`config.mk`:
```
export PLATFORM = sky130hd
export DESIGN_NAME = keypad_scan
export DESIGN_NICKNAME = d
export VERILOG_FILES = /design/src/rtl/keypad_scan.sv
export SDC_FILE = /design/constraint.sdc
export NUM_CORES = 1
export LEC_CHECK = 0
export CAP_MARGIN = 20
export CORE_MARGIN = 1.5
export CORE_UTILIZATION = 35
export DETAILED_ROUTE_END_ITERATION = 8
export PLACE_DENSITY = 0.52
export SKIP_CTS_REPAIR_TIMING = 1
export SLEW_MARGIN = 0
export SYNTH_ARGS = -nofsm -noshare
export SYNTH_HDL_FRONTEND = slang
export SYNTH_SLANG_ARGS = --single-unit
```
`constraint.sdc`:
```
create_clock -name clk -period 5.95 [get_ports clk]
set_input_delay 0.8925 -clock clk [delete_from_list [all_inputs] [get_ports clk]]
set_output_delay 0.8925 -clock clk [all_outputs]
set_load 0.02 [all_outputs]
```
`src/rtl/keypad_scan.sv`:
```
// keypad_scan: 4x4 active-low matrix keypad scanner with debounce, one-deep key
// holding register, consumer acknowledge and a sticky overrun flag.
module keypad_scan #(
  parameter int SCAN_DIV     = 50000,
  parameter int DEBOUNCE_CNT = 4
) (
  input  logic       clk,
  input  logic       rst,
  input  logic [3:0] row,
  input  logic       key_ack,
  output logic [3:0] col,
  output logic [3:0] key_code,
  output logic       key_valid,
  output logic       key_down,
  output logic       overrun
);
  localparam int DW = (SCAN_DIV > 1) ? $clog2(SCAN_DIV) : 1;
  localparam int CW = $clog2(DEBOUNCE_CNT + 1);
  localparam logic [1:0] S_SCAN = 2'd0;
  localparam logic [1:0] S_DEB  = 2'd1;
  localparam logic [1:0] S_PRS  = 2'd2;
  localparam logic [1:0] S_REL  = 2'd3;

  logic [3:0]    r_rs1, r_rs, r_pat, r_key_code;
  logic [DW-1:0] r_div;
  logic [1:0]    r_state, r_col_idx, r_row_idx;
  logic [CW-1:0] r_cnt;
  logic          r_key_valid, r_overrun;
  logic          w_tick, w_one_low, w_all_high, w_last, w_publish;
  logic [1:0]    w_low_idx;

  assign w_tick     = r_div == DW'(SCAN_DIV - 1);
  assign w_all_high = r_rs == 4'hF;
  assign w_one_low  = $onehot(~r_rs);
  assign w_low_idx  = !r_rs[0] ? 2'd0 : !r_rs[1] ? 2'd1 : !r_rs[2] ? 2'd2 : 2'd3;
  assign w_last     = r_cnt == CW'(DEBOUNCE_CNT - 1);
  assign w_publish  = w_tick && r_state == S_DEB && r_rs == r_pat && w_last;

  assign col       = ~(4'b0001 << r_col_idx);
  assign key_down  = r_state == S_PRS || r_state == S_REL;
  assign key_code  = r_key_code;
  assign key_valid = r_key_valid;
  assign overrun   = r_overrun;

  always_ff @(posedge clk) begin
    if (rst) begin
      r_rs1     <= 4'hF;
      r_rs      <= 4'hF;
      r_pat     <= 4'hF;
      r_div     <= '0;
      r_state   <= S_SCAN;
      r_col_idx <= '0;
      r_row_idx <= '0;
      r_cnt     <= '0;
    end else begin
      r_rs1 <= row;
      r_rs  <= r_rs1;
      r_div <= w_tick ? '0 : r_div + 1'b1;
      if (w_tick) begin
        case (r_state)
          S_SCAN: begin
            if (w_one_low) begin
              r_row_idx <= w_low_idx;
              r_pat     <= r_rs;
              r_cnt     <= '0;
              r_state   <= S_DEB;
            end else begin
              r_col_idx <= r_col_idx + 1'b1;
            end
          end
          S_DEB: begin
            if (r_rs != r_pat) begin
              r_state   <= S_SCAN;
              r_col_idx <= r_col_idx + 1'b1;
            end else begin
              r_cnt <= r_cnt + 1'b1;
              if (w_last) r_state <= S_PRS;
            end
          end
          S_PRS: begin
            if (w_all_high) begin
              r_state <= S_REL;
              r_cnt   <= '0;
            end
          end
          default: begin
            if (!w_all_high) begin
              r_state <= S_PRS;
            end else if (w_last) begin
              r_state   <= S_SCAN;
              r_col_idx <= r_col_idx + 1'b1;
            end else begin
              r_cnt <= r_cnt + 1'b1;
            end
          end
        endcase
      end
    end
  end

  // An ack arriving with a publish frees the holder for the new key at once.
  always_ff @(posedge clk) begin
    if (rst) begin
      r_key_code  <= '0;
      r_key_valid <= 1'b0;
      r_overrun   <= 1'b0;
    end else if (w_publish) begin
      if (!r_key_valid || key_ack) begin
        r_key_code  <= {r_row_idx, r_col_idx};
        r_key_valid <= 1'b1;
      end else begin
        r_overrun <= 1'b1;
      end
    end else if (key_ack && r_key_valid) begin
      r_key_valid <= 1'b0;
      r_overrun   <= 1'b0;
    end
  end
endmodule

```
# ---- Word level (Yosys, flattened, before mapping)
# Index checks and enable logic that the tools add are counted.
dict set report classes {
  add_sub_neg 6
  mul 0
  n_div 0
  magnitude_cmp 0
  eq_ne 19
  shifts 1
  mux 26
  n_bitwise 3
  reduce_logical 19
}
# op count
set op_table {}
lappend op_table {{two-way mux 2 bit} 12}
lappend op_table {{adder 16 x 1 -> 16 bit (second input constant)} 1}
lappend op_table {{== test 16 bit (second input constant)} 1}
lappend op_table {{two-way mux 3 bit} 5}
lappend op_table {{case mux 2 bit (3 select lines)} 2}
lappend op_table {{AND reduction 6 bit} 2}
lappend op_table {{!= test 2 bit (second input constant)} 5}
lappend op_table {{case mux 3 bit (3 select lines)} 1}
lappend op_table {{NOT 4 bit} 2}
lappend op_table {{two-way mux 1 bit} 6}
lappend op_table {{AND reduction 2 bit} 3}
lappend op_table {{nonzero test 3 bit} 2}
lappend op_table {{!= test 5 x 1 -> 1 bit (second input constant)} 1}
lappend op_table {{AND reduction 5 bit} 1}
lappend op_table {{adder 1 x 1 -> 2 bit} 2}
lappend op_table {{== test 2 bit (second input constant)} 2}
lappend op_table {{== test 4 bit} 1}
lappend op_table {{== test 4 bit (second input constant)} 1}
lappend op_table {{logical AND 1 bit} 4}
lappend op_table {{!= test 2 x 1 -> 1 bit (second input constant)} 2}
lappend op_table {{!= test 4 x 1 -> 1 bit (second input constant)} 1}
lappend op_table {{!= test 4 bit} 1}
lappend op_table {{left shift 1 x 2 -> 4 bit (first input constant)} 1}
lappend op_table {{adder 2 x 2 -> 3 bit} 1}
lappend op_table {{other kinds (13)} 14}
dict set report word_totals {
  reg_bits 43
  latchBits 0
  ram_bits 0
  romBits 0
  out_inout_bits 11
  wordCells 85
  memories 0
}

# ---- Depth between registers and ports, before layout
# Gate-level depths: netlist of run 1.
dict set report depth {
  depth_word 6
  ltp_mapped 9
  depth_no_buf 9
}

# ---- Least setup slack after synthesis of run 1
# No wires, ideal clock.
dict set report synth_path {
  path_kind {flip-flop to flip-flop}
  startpoint {register r_rs[0]}
  endpoint {register r_cnt[0]}
  setup_time_ns 0.070
  t_arrival_ns 2.442
  t_required_ns 5.880
  setup_slack_ns 3.438
  path_stages_with_launch 9
  period_less_slack_ns 2.512
  cell_sequence {dfxtp_1 fa_1 inv_1 ha_1 ha_1 o31ai_1 nand3_2 or4b_1 a21oi_1}
}
dict set report synth_between {
  elab_chain_len 6
}
# item line_no
set synth_rtl {}
lappend synth_rtl {{start: declaration} 24} ;# logic [3:0] r_rs1, r_rs, r_pat, r_key_code;
lappend synth_rtl {{start signal: assignment} 57} ;# r_rs <= r_rs1;
lappend synth_rtl {{NOT 4 bit} 34} ;# assign w_one_low = $onehot(~r_rs);
lappend synth_rtl {{adder 1 x 1 -> 2 bit (not written as such)} 34}
lappend synth_rtl {{adder 2 x 2 -> 3 bit (not written as such)} 34}
lappend synth_rtl {{== test 3 x 1 -> 1 bit} 34}
lappend synth_rtl {{!= test 2 bit (no source line)} --}
lappend synth_rtl {{AND reduction 6 bit (no source line) *} --}
lappend synth_rtl {{end signal: assignment} 76} ;# r_cnt <= r_cnt + 1'b1;
lappend synth_rtl {{end signal: assignment} 93} ;# r_cnt <= r_cnt + 1'b1;
lappend synth_rtl {{end: declaration} 27} ;# logic [CW-1:0] r_cnt;
# Every way passes the cells marked *; elsewhere a longest branch is shown, timed or not.
# A chain may end at the register's enable or synchronous reset.

# ---- Worst setup path after layout of run 1
dict set report layout_path {
  startpoint {register r_state[0]}
  endpoint {output key_down}
}
dict set report layout_between {
  elab_chain_len 2
}
# item line_no
set layout_rtl {}
lappend layout_rtl {{start: declaration} 26} ;# logic [1:0] r_state, r_col_idx, r_row_idx;
lappend layout_rtl {{start signal: assignment} 51} ;# r_state <= S_SCAN;
lappend layout_rtl {{start signal: assignment} 66} ;# r_state <= S_DEB;
lappend layout_rtl {{start signal: assignment} 73} ;# r_state <= S_SCAN;
lappend layout_rtl {{== test 2 bit} 40} ;# assign key_down = r_state == S_PRS || r_state == S_REL;
lappend layout_rtl {{logical OR 1 bit *} 40}
lappend layout_rtl {{end: declaration} 14} ;# output logic key_down,
# Marks and branches as above.

==> results of run 1 <==
-- final cells by class --
cell class	count	area (um^2)	share of cell area
clock inverters	2	12.5	0.00503
repair buffers	18	178	0.0714
well taps	75	93.8	0.0377
multi-input cells	160	1200	0.482
clock buffers	6	72.6	0.0292
inverters	19	71.3	0.0287
flip-flops and latches	43	861	0.346
-- synth_stat cells (all sizes together), types with 2 or more instances --
| cell type | count | area, um^2 |
|---|---|---|
| and3 | 3 | 20.0 |
| buf | 2 | 16.3 |
| nand2b | 2 | 12.5 |
| a21bo | 2 | 20.0 |
| xnor2 | 9 | 78.8 |
| inv | 19 | 71.3 |
| nor4b | 3 | 71.3 |
| nand3 | 8 | 45.0 |
| or4b | 2 | 20.0 |
| nor2 | 35 | 131 |
| nor2b | 2 | 12.5 |
| clkbuf | 3 | 11.3 |
| nand4 | 6 | 43.8 |
| dfxtp | 43 | 861 |
| and2 | 2 | 13.8 |
| or2 | 10 | 62.6 |
| ha | 15 | 188 |
| a21oi | 8 | 40.0 |
| o21ai | 5 | 25.0 |
| a211o | 5 | 43.8 |
| nor3 | 4 | 25.0 |
| mux2i | 7 | 70.1 |
| o31ai | 2 | 15.0 |
| nand2 | 7 | 26.3 |
| xor2 | 10 | 87.6 |
-- per-stage QoR --
stage / instances / instance area, um^2 / utilization / worst slack [ns]
6_report: 323 / 2490 / 0.420 / 3.11
5_1_grt: 323 / 2490 / 0.420 / 3.01
4_1_cts: 323 / 2490 / 0.420 / 3.09
3_5_place_dp: 315 / 2400 / 0.406 / 3.28
3_3_place_gp: 315 / 2400 / 0.406 / 3.34
2_1_floorplan: 227 / 2160 / - / 3.44
-- kinds of logic after synthesis --
kind of cell    count (synthesis)  share of synthesized area
simple gates                   90                      0.250
flops                          43                      0.399
compound gates                 27                     0.0945
buf+inv                        24                     0.0458
xor+xnor                       19                     0.0771
fa+ha+maj                      16                     0.0962
mux                             8                     0.0377
-- routing by layer --
metal,wire [um],track usage,vias up
met2,1720,0.223,15
met5,0,0,-
met4,57,0.0569,0
met3,120,0.0333,5
met1,1900,0.172,711
li1,-,-,809
-- sequential cells by signal (all words and copies together), names as in the netlist --
signal     cells
r_pat          4
r_rs           4
overrun        1
r_rs1          4
r_cnt          3
r_state        2
r_div         16
key_valid      1
r_row_idx      2
key_code       4
r_col_idx      2
-- worst paths after layout --
check,cells past startpoint,start,to
min reg2reg,1,r_rs1[0],r_rs[0]
min,1,r_rs1[0],r_rs[0]
max reg2reg,8,r_rs[0],r_cnt[2]
max,4,r_state[0],key_down
-- power groups by stage --
| stage | Combinational (uW) | Clock, uW | Sequential [uW] |
|---|---|---|---|
| after floorplan | 19.8 | 0 | 301 |
| after global placement | 27.4 | 0 | 302 |
| after detailed placement | 27.3 | 0 | 302 |
| after CTS | 27.6 | 191 | 295 |
| after global routing | 31.2 | 204 | 296 |
| final | 26.9 | 180 | 295 |
==> metrics.md, run 1 <==
| Metric | Value |
|---|---|
| Fin crit period | `2.84 ns` |
| Die width | `81.5 um` |
| Total gr overflow | `0` |
| FF+latch count, synth | `43` |
| Root Buffer | `clkbuf_8` |
| Fin crit share | `0.477` |
| CTS H-tree lvls | `2` |
| Max-Cap Viols | `0` |
| Distinct cells, synth | `45` |
| P_sw | `115 uW` |
| Vias in the first global route | `1493` |
| Detail Route Antenna Nets | `0` |
| WP data arrival | `1.95 ns` |
| Type of origin of the critical path | `flop` |
| Sequential power share | `0.588` |
| Most common cell after layout, fill and taps aside | `dfxtp_1` |
| Ys Warns | `0` |
| FP Rows | `28` |
| Die ar. | `6650 um^2` |
| Synth Flop Type | `dfxtp_1` |
| Clk buf depth | `2` |
| Kind of critical path | `reg -> out` |
| Max-slew violations | `0` |
| Most frequent cells in the layout | `43 x dfxtp_1, 35 x nor2_1, 19 x inv_1` |
| Final number of hold-violating endpoints | `0` |
| Routed WL | `3.79 mm` |
| Mapped Cells | `227` |
| Diodes inserted | `0` |
| Cell Int Power | `387 uW` |
| Post-detail-place hpwl | `2.83 mm` |
| Slowest-stage cell, CP | `clkdlybuf4s50_1` |
| Drc violations | `0` |
| Top delay family on crit path | `buffers and inverters` |
| Total Power | `502 uW` |
| Via-to-Cell Ratio | `4.77` |
| Initial Util | `0.365` |
| Synthesized area | `2160 um^2` |
| Setup TNS | `0 ns` |
| CP peak stage delay | `0.54 ns` |
| WL/cell | `11.7 um` |
| RSZ-0062 raised after global routing | `false` |
| Die Y | `81.5 um` |
| Violation count after the first detailed-route iteration | `55` |
| Core area | `5920 um^2` |
| Sw frac | `0.229` |
| Worst-path fanout max | `6` |
| Layout cells sized above 1 | `0.129` |
| VDD IR max | `124 uV` |
| Clock share of power | `0.358` |
| GPL Wtd Cong | `0.724` |
| Pwr/cell area | `202 nW/um^2` |
| Clock buffer count from CTS | `5` |
| Port bufs | `17` |
| Pin count of the biggest net entering global routing | `31` |
| Synth-to-layout area growth | `15.2%` |
| Logic pwr share | `0.053` |
| Leakage | `0.000955 uW` |
| Worst-path cell chain | `inv_1 > ha_1 > or2_2 > clkdlybuf4s50_1` |
| FFs w/ async S/R, synth | `0` |
| Crit path required time | `5.06 ns` |
| CP endpoint kind | `output port` |
| Syn nets | `250` |
| Post-synth EDFFs | `0` |
| Synthesized area per cell | `9.51 um^2` |
| First-pass GRT wire length | `6.89 mm` |
| Vias | `1540` |
| Reg2Reg Setup Slack | `3.31 ns` |
| Worst skew pair latency | `0.29 ns` |
| Worst slew margin | `0.609` |
| Nets | `270` |
| Final Skew | `0.00695 ns` |
| Post-synthesis sequential area ratio | `0.399` |
| Tightest Pin Transition | `0.586 ns` |
| CTS tree | `done` |
| Sink Count | `43` |
| Status | `complete, no violations` |
| Antenna violations before repair | `0` |
| Worst Hold Class | `reg -> reg` |
| All-Layer GR Usage | `0.137` |
| Buf/Inv on CP | `2` |
| Clk slew on worst S/H paths | `0.08 ns` |
| Fmax | `352 MHz` |
| Final Setup Violations | `0` |
| Fin Hold WS | `0.415 ns` |
| DRT Pass-1 Iters | `4` |
| Filler Cell Count | `600` |
| I/O pins | `18` |
Note: power is estimated with default switching activity, not from simulation.
==> inputs of run 2 (changes only) <==
clock period = 2.8 ns   (was 5.95 ns; I/O delays follow)
==> run 2 against run 1 <==
Highest routed layer unchanged. Clock power increased by 140%. Total power increased by 120%. Global-route usage increased by 0.087 points. Largest cell class unchanged. Final area increased by 1.3%. Cell count increased by 0.31%. Combinational power increased by 130%. Critical path depth increased by 4. Largest power group unchanged. Hold slack improved by 0.0016 ns. Non-clock buffer count increased by 1.
==> metrics.md, run 2 (synthesis results as in run 1) <==
| Metric | Value |
|---|---|
| CTS H-tree lvls | `2 (unchanged)` |
| Top delay family on crit path | `adder cells` |
| Root Buffer | `clkbuf_8` |
| WP data arrival | `2.81 ns (+0.86 ns)` |
| GPL Wtd Cong | `0.794 (+9.6%)` |
| DRT Pass-1 Iters | `4 (unchanged)` |
| Worst slew margin | `0.604 (-0.00518)` |
| RSZ-0062 raised after global routing | `false` |
| Diodes inserted | `0 (unchanged)` |
| Drc violations | `0 (unchanged)` |
| Final Instance Area | `2520 um^2 (+1.3%)` |
| Post-detail-place hpwl | `2.86 mm (+1.1%)` |
| Worst Hold Class | `reg -> reg` |
| Max FFs per register | `16 (unchanged)` |
| All-Layer GR Usage | `0.138 (+0.000869)` |
| Total Power | `1120 uW (+120%)` |
| Leakage | `0.000971 uW (+1.7%)` |
| Buf/Inv on CP | `1 (-1)` |
| Crit-path most repeated cell | `ha_1` |
| Worst-path cell chain | `fa_1 > inv_1 > ha_1 > ha_1 > o31ai_2 > nand3_2 > or4b_1 > a21oi_1` |
| Die ar. | `6650 um^2 (unchanged)` |
| Worst-path fanout max | `6 (unchanged)` |
| CTS tree | `done` |
| CP peak stage delay | `0.54 ns (about the same)` |
| Routed WL | `3.95 mm (+4.1%)` |
| Final Skew | `0.00494 ns (-0.00201 ns)` |
| Violation count after the first detailed-route iteration | `58 (+5.5%)` |
| Most common cell after layout, fill and taps aside | `dfxtp_1` |
| Via-to-Cell Ratio | `4.81 (+0.79%)` |
| Type of origin of the critical path | `flop` |
| Initial Util | `0.365 (unchanged)` |
| Placed inst area | `2410 um^2 (+0.31%)` |
| CP endpoint kind | `flop` |
| Clk slew on worst S/H paths | `0.08 ns (about the same)` |
| Fin crit period | `2.58 ns` |
| Die Y | `81.5 um (unchanged)` |
| Vias | `1557 (+1.1%)` |
| Antenna violations before repair | `0 (unchanged)` |
| Pwr/cell area | `447 nW/um^2 (+120%)` |
| Synth-to-layout area growth | `16.7%` |
| Final number of hold-violating endpoints | `0 (unchanged)` |
| VDD IR max | `318 uV (+160%)` |
| Core area | `5920 um^2 (unchanged)` |
| Layout cells sized above 1 | `0.141 (+0.0115)` |
| Max-slew violations | `0 (unchanged)` |
| Final Setup Violations | `0 (unchanged)` |
| Reg with most FFs | `r_div` |
| Multi-input gate area | `1200 um^2 (+0.42%)` |
| Nets | `271 (+0.37%)` |
| Max-Cap Viols | `0 (unchanged)` |
| Total gr overflow | `0 (unchanged)` |
| Fmax | `388 MHz` |
| Kind of critical path | `reg -> reg` |
| First-pass GRT wire length | `7.03 mm (+2.0%)` |
| Sink Count | `43 (unchanged)` |
| Tightest Pin Transition | `0.594 ns (+0.00776 ns)` |
| Clock buffer count from CTS | `5 (unchanged)` |
| Setup TNS | `0 ns (unchanged)` |
| Die width | `81.5 um (unchanged)` |
| FP Rows | `28 (unchanged)` |
| Pin count of the biggest net entering global routing | `30 (-3.2%)` |
| Vias in the first global route | `1526 (+2.2%)` |
| Status | `complete, no violations` |
| Register Area | `861 um^2 (unchanged)` |
| Most frequent cells in the layout | `43 x dfxtp_1, 35 x nor2_1, 19 x inv_1` |
| WL/cell | `12.2 um (+3.8%)` |
| I/O pins | `18 (unchanged)` |
| Worst skew pair latency | `0.29 ns (about the same)` |
| Clk buf depth | `2 (unchanged)` |
| Crit path required time | `3.03 ns (-2.03 ns)` |
| Slowest-stage cell, CP | `fa_1` |
| Detail Route Antenna Nets | `0 (unchanged)` |
| Filler Cell Count | `588 (-2.0%)` |
| Fin crit share | `0.921` |
| Port bufs | `17 (unchanged)` |
run 2: changes by cell type in the layout (fill, tap and decap cells not counted):
cell / before / now
clkbuf_8: 5 / 7
buf_4: 1 / 2
clkbuf_1: 1 / 0
clkinv_2: 1 / 0
o31ai_1: 2 / 1
o31ai_2: 0 / 1
run 2: through the flow:
step / cells / utilization / hold WS [ns] / setup WS (ns)
finish: 324 / 0.425 / 0.416 / 0.220
global route: 324 / 0.425 / 0.431 / 0.0329
CTS: 324 / 0.425 / 0.421 / 0.127
detailed placement: 316 / 0.407 / 0.401 / 0.140
global placement: 316 / 0.407 / 0.392 / 0.183
floorplan: 227 / - / 0.389 / 0.288
run 2: area by class of cell:
| type | count | area share |
|---|---|---|
| clock buffer | 7 | 0.0383 |
| clock inverter | 1 | 0.00298 |
| inverter | 19 | 0.0283 |
| multi-input combinational | 160 | 0.478 |
| sequential | 43 | 0.342 |
| tap | 75 | 0.0373 |
| timing repair buffer | 19 | 0.0735 |
run 2: worst paths after layout:
check            from       end  slack [ns]  cells past startpoint
max           r_rs[0]  r_cnt[2]        0.22                      8
min          r_rs1[2]   r_rs[2]        0.42                      1
max reg2reg   r_rs[0]  r_cnt[2]        0.22                      8
min reg2reg  r_rs1[2]   r_rs[2]        0.42                      1
run 2: power by group:
part           total [uW]  internal [uW]  switching [uW]
combinational        60.8           30.2            30.6
sequential            627            620            6.90
clock                 437            224             213
total                1120            875             250
run 2: metal layers:
metal / global-route usage / share of wire / vias to the layer above
li1: - / - / 809
met1: 0.179 / 0.49 / 728
met2: 0.225 / 0.47 / 16
met3: 0.0333 / 0.027 / 4
met4: 0.0414 / 0.0096 / 0
met5: 0 / 0 / -
==> inputs of run 3 (changes only) <==
DONT_BUFFER_PORTS = 1   (was unset)
PLACE_DENSITY = unset   (was 0.52)
==> run 3 against run 2 <==
Die area did not move. Critical path depth did not move. Utilization fell by 2.6 points. Critical path type unchanged. Critical endpoint is now r_cnt[0]. Largest cell class unchanged. Largest power group unchanged.
==> metrics.md, run 3 (synthesis results as in run 1) <==
| Metric | Value |
|---|---|
| Total gr overflow | `0 (unchanged)` |
| Register Area | `861 um^2 (unchanged)` |
| Reg2reg end | `r_cnt[0]` |
| Nets | `252 (-7.0%)` |
| Slowest-stage cell, CP | `fa_1` |
| Vias | `1471 (-5.5%)` |
| Worst-path cell chain | `fa_1 > inv_1 > ha_1 > ha_1 > o31ai_2 > nand3_2 > or4b_1 > a21oi_1` |
| Worst-path fanout max | `6 (unchanged)` |
| Max-Cap Viols | `0 (unchanged)` |
| Setup TNS | `0 ns (unchanged)` |
| Drc violations | `0 (unchanged)` |
| Worst Hold End | `r_cnt[2]` |
| CTS tree | `done` |
| Core area | `5920 um^2 (unchanged)` |
| Tightest Pin Transition | `0.572 ns (-0.0225 ns)` |
| DRT Pass-1 Iters | `4 (unchanged)` |
| Metal3 WL | `106 um (-0.93%)` |
| Kind of critical path | `reg -> reg` |
| Violation count after the first detailed-route iteration | `96 (+66%)` |
| Die Y | `81.5 um (unchanged)` |
| Filler Cell Count | `585 (-0.51%)` |
| I/O pins | `18 (unchanged)` |
| CP peak stage delay | `0.55 ns (about the same)` |
| Die width | `81.5 um (unchanged)` |
| CTS H-tree lvls | `2 (unchanged)` |
| Crit-path most repeated cell | `ha_1` |
| Root Buffer | `clkbuf_8` |
| Clock buffer count from CTS | `5 (unchanged)` |
| Routed WL | `3.76 mm (-4.8%)` |
| Sink Count | `43 (unchanged)` |
| Detail Route Antenna Nets | `0 (unchanged)` |
| Reg with most FFs | `r_div` |
| First-pass GRT wire length | `6.33 mm (-10%)` |
| Multi-input gate area | `1200 um^2 (unchanged)` |
| Logic pwr share | `0.036 (-0.018)` |
| Worst slew margin | `0.619 (+0.0150)` |
| Most frequent cells in the layout | `43 x dfxtp_1, 35 x nor2_1, 19 x inv_1` |
| Worst hold start | `rst` |
| Synth-to-layout area growth | `9.45%` |
| Most common cell after layout, fill and taps aside | `dfxtp_1` |
| Fmax | `380 MHz (-2.0%)` |
| Final number of hold-violating endpoints | `0 (unchanged)` |
| WP data arrival | `2.85 ns (+0.04 ns)` |
| Worst Hold Class | `in -> reg` |
| Vias in the first global route | `1365 (-11%)` |
| Final Setup Violations | `0 (unchanged)` |
| Clk buf depth | `2 (unchanged)` |
| Sw frac | `0.188 (-0.0340)` |
| Pwr/cell area | `520 nW/um^2 (+17%)` |
| Type of origin of the critical path | `flop` |
| P_sw | `232 uW (-7.4%)` |
| Port bufs | `0 (-17)` |
| CP endpoint kind | `flop` |
| Met1 wire length | `1.87 mm (-3.8%)` |
| Clk slew on worst S/H paths | `0.08 ns (about the same)` |
| Max-slew violations | `0 (unchanged)` |
| Fin crit share | `0.940 (+0.0191)` |
| Layout cells sized above 1 | `0.139 (-0.00143)` |
| Max FFs per register | `16 (unchanged)` |
| WL/cell | `12.3 um (+1.1%)` |
| Clock share of power | `0.454 (+0.065)` |
| R2r worst-path depth | `8 (unchanged)` |
| Crit path required time | `3.02 ns (about the same)` |
| FP Rows | `28 (unchanged)` |
| GPL Wtd Cong | `0.828 (+4.3%)` |
| Final Skew | `0.00797 ns (+0.00303 ns)` |
| Cell Int Power | `998 uW (+14%)` |
| Diodes inserted | `0 (unchanged)` |
| Fin crit period | `2.63 ns (+0.0535 ns)` |
| Via-to-Cell Ratio | `4.82 (+0.36%)` |
| Hold Path Depth | `1 (unchanged)` |
| Post-detail-place hpwl | `2.77 mm (-3.2%)` |
| DR top layer | `met4` |
| Initial Util | `0.365 (unchanged)` |
| Reg-to-Reg Start | `r_rs[0]` |
| WL met2 | `1.74 mm (-6.5%)` |
| RSZ-0062 raised after global routing | `false` |
| Die ar. | `6650 um^2 (unchanged)` |
| All-Layer GR Usage | `0.124 (-0.0139)` |
| Leakage | `0.000913 uW (-6.0%)` |
| Pin count of the biggest net entering global routing | `31 (+3.3%)` |
| Sequential power share | `0.511 (-0.046)` |
| Worst skew pair latency | `0.29 ns (about the same)` |
| Status | `complete, no violations` |
| Fin Hold WS | `0.195 ns (-0.221 ns)` |
| VDD IR max | `303 uV (-4.8%)` |
| Reg2Reg Setup Slack | `0.17 ns (-0.05 ns)` |
| Antenna violations before repair | `0 (unchanged)` |
[run 3: per-stage QoR]
stage / power, uW / setup WS (ns) / instance area (um^2) / utilization / std cells
global placement: 685 / 0.166 / 2220 / 0.376 / 297
floorplan: 683 / 0.288 / 2160 / - / 227
CTS: 1250 / 0.0765 / 2360 / 0.398 / 305
global route: 1280 / 0.00851 / 2360 / 0.399 / 305
finish: 1230 / 0.167 / 2360 / 0.399 / 305
detailed placement: 685 / 0.0912 / 2220 / 0.376 / 297
[run 3: final cells by class]
class,instances,share of cell area
Multi-Input combinational cell,160,0.510
Sequential cell,43,0.364
Tap cell,75,0.0397
Clock buffer,6,0.0307
Inverter,19,0.0302
Clock inverter,2,0.0254
[run 3: routing by layer]
layer  global-route usage  vias to the layer above
met2                0.193                       15
met1                0.163                      681
met5                    0                        -
li1                     -                      771
met3               0.0344                        4
met4               0.0448                        0
[run 3: how the worst max path moves through the flow]
stage          slack [ns]    start        to
5_1_grt             0.009  r_rs[0]  r_cnt[0]
2_1_floorplan        0.29  r_rs[0]  r_cnt[0]
3_3_place_gp         0.17  r_rs[0]  r_cnt[0]
4_1_cts              0.08  r_rs[0]  r_cnt[0]
6_report             0.17  r_rs[0]  r_cnt[0]
3_5_place_dp         0.09  r_rs[0]  r_cnt[0]
[run 3: critical path: cells and delay by family, from the launching register on]
kind / cells / cell delay, ns
DFF: 1 / 0.36
and+or+nand+nor: 2 / 0.66
AOI/OAI and AO/OA: 2 / 0.49
adders and majority gates: 3 / 1.01
buffers and inverters: 1 / 0.04
[run 3: power by group through the flow]
stage	Combinational [uW]	Clock [uW]	Sequential, uW
6_report	43.9	558	628
5_1_grt	50.0	605	629
4_1_cts	42.9	578	628
3_5_place_dp	42.7	0	642
3_3_place_gp	43.0	0	642
2_1_floorplan	42.2	0	640
==> variant (flow settings as in run 3) <==
Register the input `key_ack` before use. The logic sees it one clock later. The other inputs are not delayed to match.
--- a/src/rtl/keypad_scan.sv
+++ b/src/rtl/keypad_scan.sv
@@ -20,6 +20,12 @@
   localparam logic [1:0] S_DEB  = 2'd1;
   localparam logic [1:0] S_PRS  = 2'd2;
   localparam logic [1:0] S_REL  = 2'd3;
+
+  logic key_ack_q;
+
+  always_ff @(posedge clk) begin
+    key_ack_q <= key_ack;
+  end
 
   logic [3:0]    r_rs1, r_rs, r_pat, r_key_code;
   logic [DW-1:0] r_div;
@@ -105,13 +111,13 @@
       r_key_valid <= 1'b0;
       r_overrun   <= 1'b0;
     end else if (w_publish) begin
-      if (!r_key_valid || key_ack) begin
+      if (!r_key_valid || key_ack_q) begin
         r_key_code  <= {r_row_idx, r_col_idx};
         r_key_valid <= 1'b1;
       end else begin
         r_overrun <= 1'b1;
       end
-    end else if (key_ack && r_key_valid) begin
+    end else if (key_ack_q && r_key_valid) begin
       r_key_valid <= 1'b0;
       r_overrun   <= 1'b0;
     end
Check against the original RTL: same outputs for any inputs over 10 cycles, from zero or initial values and one cycle with rst high; that may be too few to reach the edited logic, so the function may still have changed.
==> variant against run 3 <==
Count of clock-buffer cells in the layout decreased by 1; critical path depth unchanged; routed wire length decreased by 0.37%; synthesized area increased by 0.93%; setup slack improved by 0.028 ns; critical endpoint unchanged; synthesized cell count increased by 0.44%; power decreased by 5.0%; sequential share of layout area increased by 0.87 points; cell area about the same; sequential cell count increased by 1.
==> variant: results (changes against run 3) <==
stage;metric;value;unit;change
outcome;status;finished, final reports clean;;
finish;layout.nets;253;;+0.40%
synth;yosysSeqAreaShare;40.4;%;+0.55 points
global_routing;grt_usage;12.0;%;-0.39 points
detailed_routing;met2RoutedLength;1700;um;-2.1%
detailed_routing;m1WireLength;1860;um;-0.37%
power;power.share.clock;41.2;%;-4.2 points
power;pg_seq;0.643;mW;+2%
synth;synth.area.top_cells;dfxtp_1 40%, ha_1 8.6%, nor2_1 6.0%;;
timing;worstMarginPinSlew;0.581;ns;+0.00923 ns
global_routing;grt_pass1_wl;6180;um;-2.3%
clocking;htreeDepth;2;;unchanged
place;globalplace.congestion;0.765;;-7.6%
detailed_routing;vias_per_cell;4.87;;+0.96%
power;leakagePower;0.910;nW;-0.31%
place;portBuffers;0;;unchanged
timing;max_freq;384;MHz;+1.1%
place;place_area;2240;um^2;+0.90%
detailed_routing;routed-wl-met3;133;um;+25%
place;place_ws;0.145;ns;+0.0541 ns
detailed_routing;dr.first_iter.drc_count;58;;-40%
finish;drive_gt1_share;14.3;%;+0.37 points
timing;skew;0.00586;ns;-0.00211 ns
synth;async_reset_ff_share;0;%;unchanged
detailed_routing;routed_wl;3740;um;-0.37%
finish;fill_cells;617;;+5.5%
place;dp_hpwl;2710;um;-2.1%
finish;seqCellArea;881;um^2;+2.3%
place;dp.cells;298;;+0.34%
detailed_routing;routedWlPerCell;12.2;um;-0.70%
power;vdd_drop_max;0.242;mV;-20%
finish;num_antenna_cells;0;;unchanged
synth;synth_area_per_cell;9.55;um^2;+0.48%
power;clk-power;0.481;mW;-14%
global_routing;grt_pass1_vias;1334;;-2.3%
synth;synth_commonest_cells;44 x dfxtp_1, 35 x nor2_1, 19 x inv_1;;
power;p_switching;0.247;mW;+6.8%
worst_setup_path;arrival;2.83;ns;-0.02 ns
global_routing;antenna_found_initial;0;;unchanged
finish;top_register;r_div;;
[variant: cell count changes in the layout (fill, tap and decap cells not counted)]
cell / delta
clkinv_2: +1
dfxtp_1: +1
bufinv_16: -1
clkbuf_1: -1
clkinvlp_4: +1
[variant: cell type report]
| cell class | instances | area share, % |
|---|---|---|
| clock buffer | 5 | 2.91 |
| multi-input combinational | 160 | 51.0 |
| clock inverter | 3 | 1.80 |
| sequential | 44 | 37.3 |
| inverter | 19 | 3.02 |
| tap | 75 | 3.97 |
[variant: cell families (layout without fill, tap and decap cells)]
family | Yosys count | in the layout | synth area share [%]
simple gates | 90 | 90 | 24.8
flops | 44 | 44 | 40.4
compound gates | 27 | 27 | 9.36
buf+inv | 24 | 27 | 4.54
xor+xnor | 19 | 19 | 7.64
fa+ha+maj | 16 | 16 | 9.53
mux | 8 | 8 | 3.73
[variant: worst paths after layout]
check | to | startpoint | depth (start not counted) | slack, ns
worst min register to register | r_rs[0]$_SDFF_PP1_ | r_rs1[0]$_SDFF_PP1_ | 1 | 0.42
worst min-delay path | key_ack_q$_DFF_P_ | key_ack | 0 | 0.14
worst max register to register | r_cnt[0]$_SDFFE_PP0P_ | r_rs[0]$_SDFF_PP1_ | 8 | 0.20
worst max-delay path | r_cnt[0]$_SDFFE_PP0P_ | r_rs[0]$_SDFF_PP1_ | 8 | 0.20
[variant: critical path, cell delays in order (launching register included)]
cell,delay (ns)
dfxtp_1,0.37
fa_1,0.54
inv_1,0.04
ha_1,0.17
ha_1,0.30
o31ai_2,0.33
nand3_2,0.17
or4b_1,0.48
a21oi_1,0.15
[variant: layer usage]
metal / global-route usage [%] / up-vias
li1: - / 776
met1: 15.2 / 686
met2: 19.1 / 24
met3: 3.56 / 4
met4: 4.58 / 0
met5: 0 / -
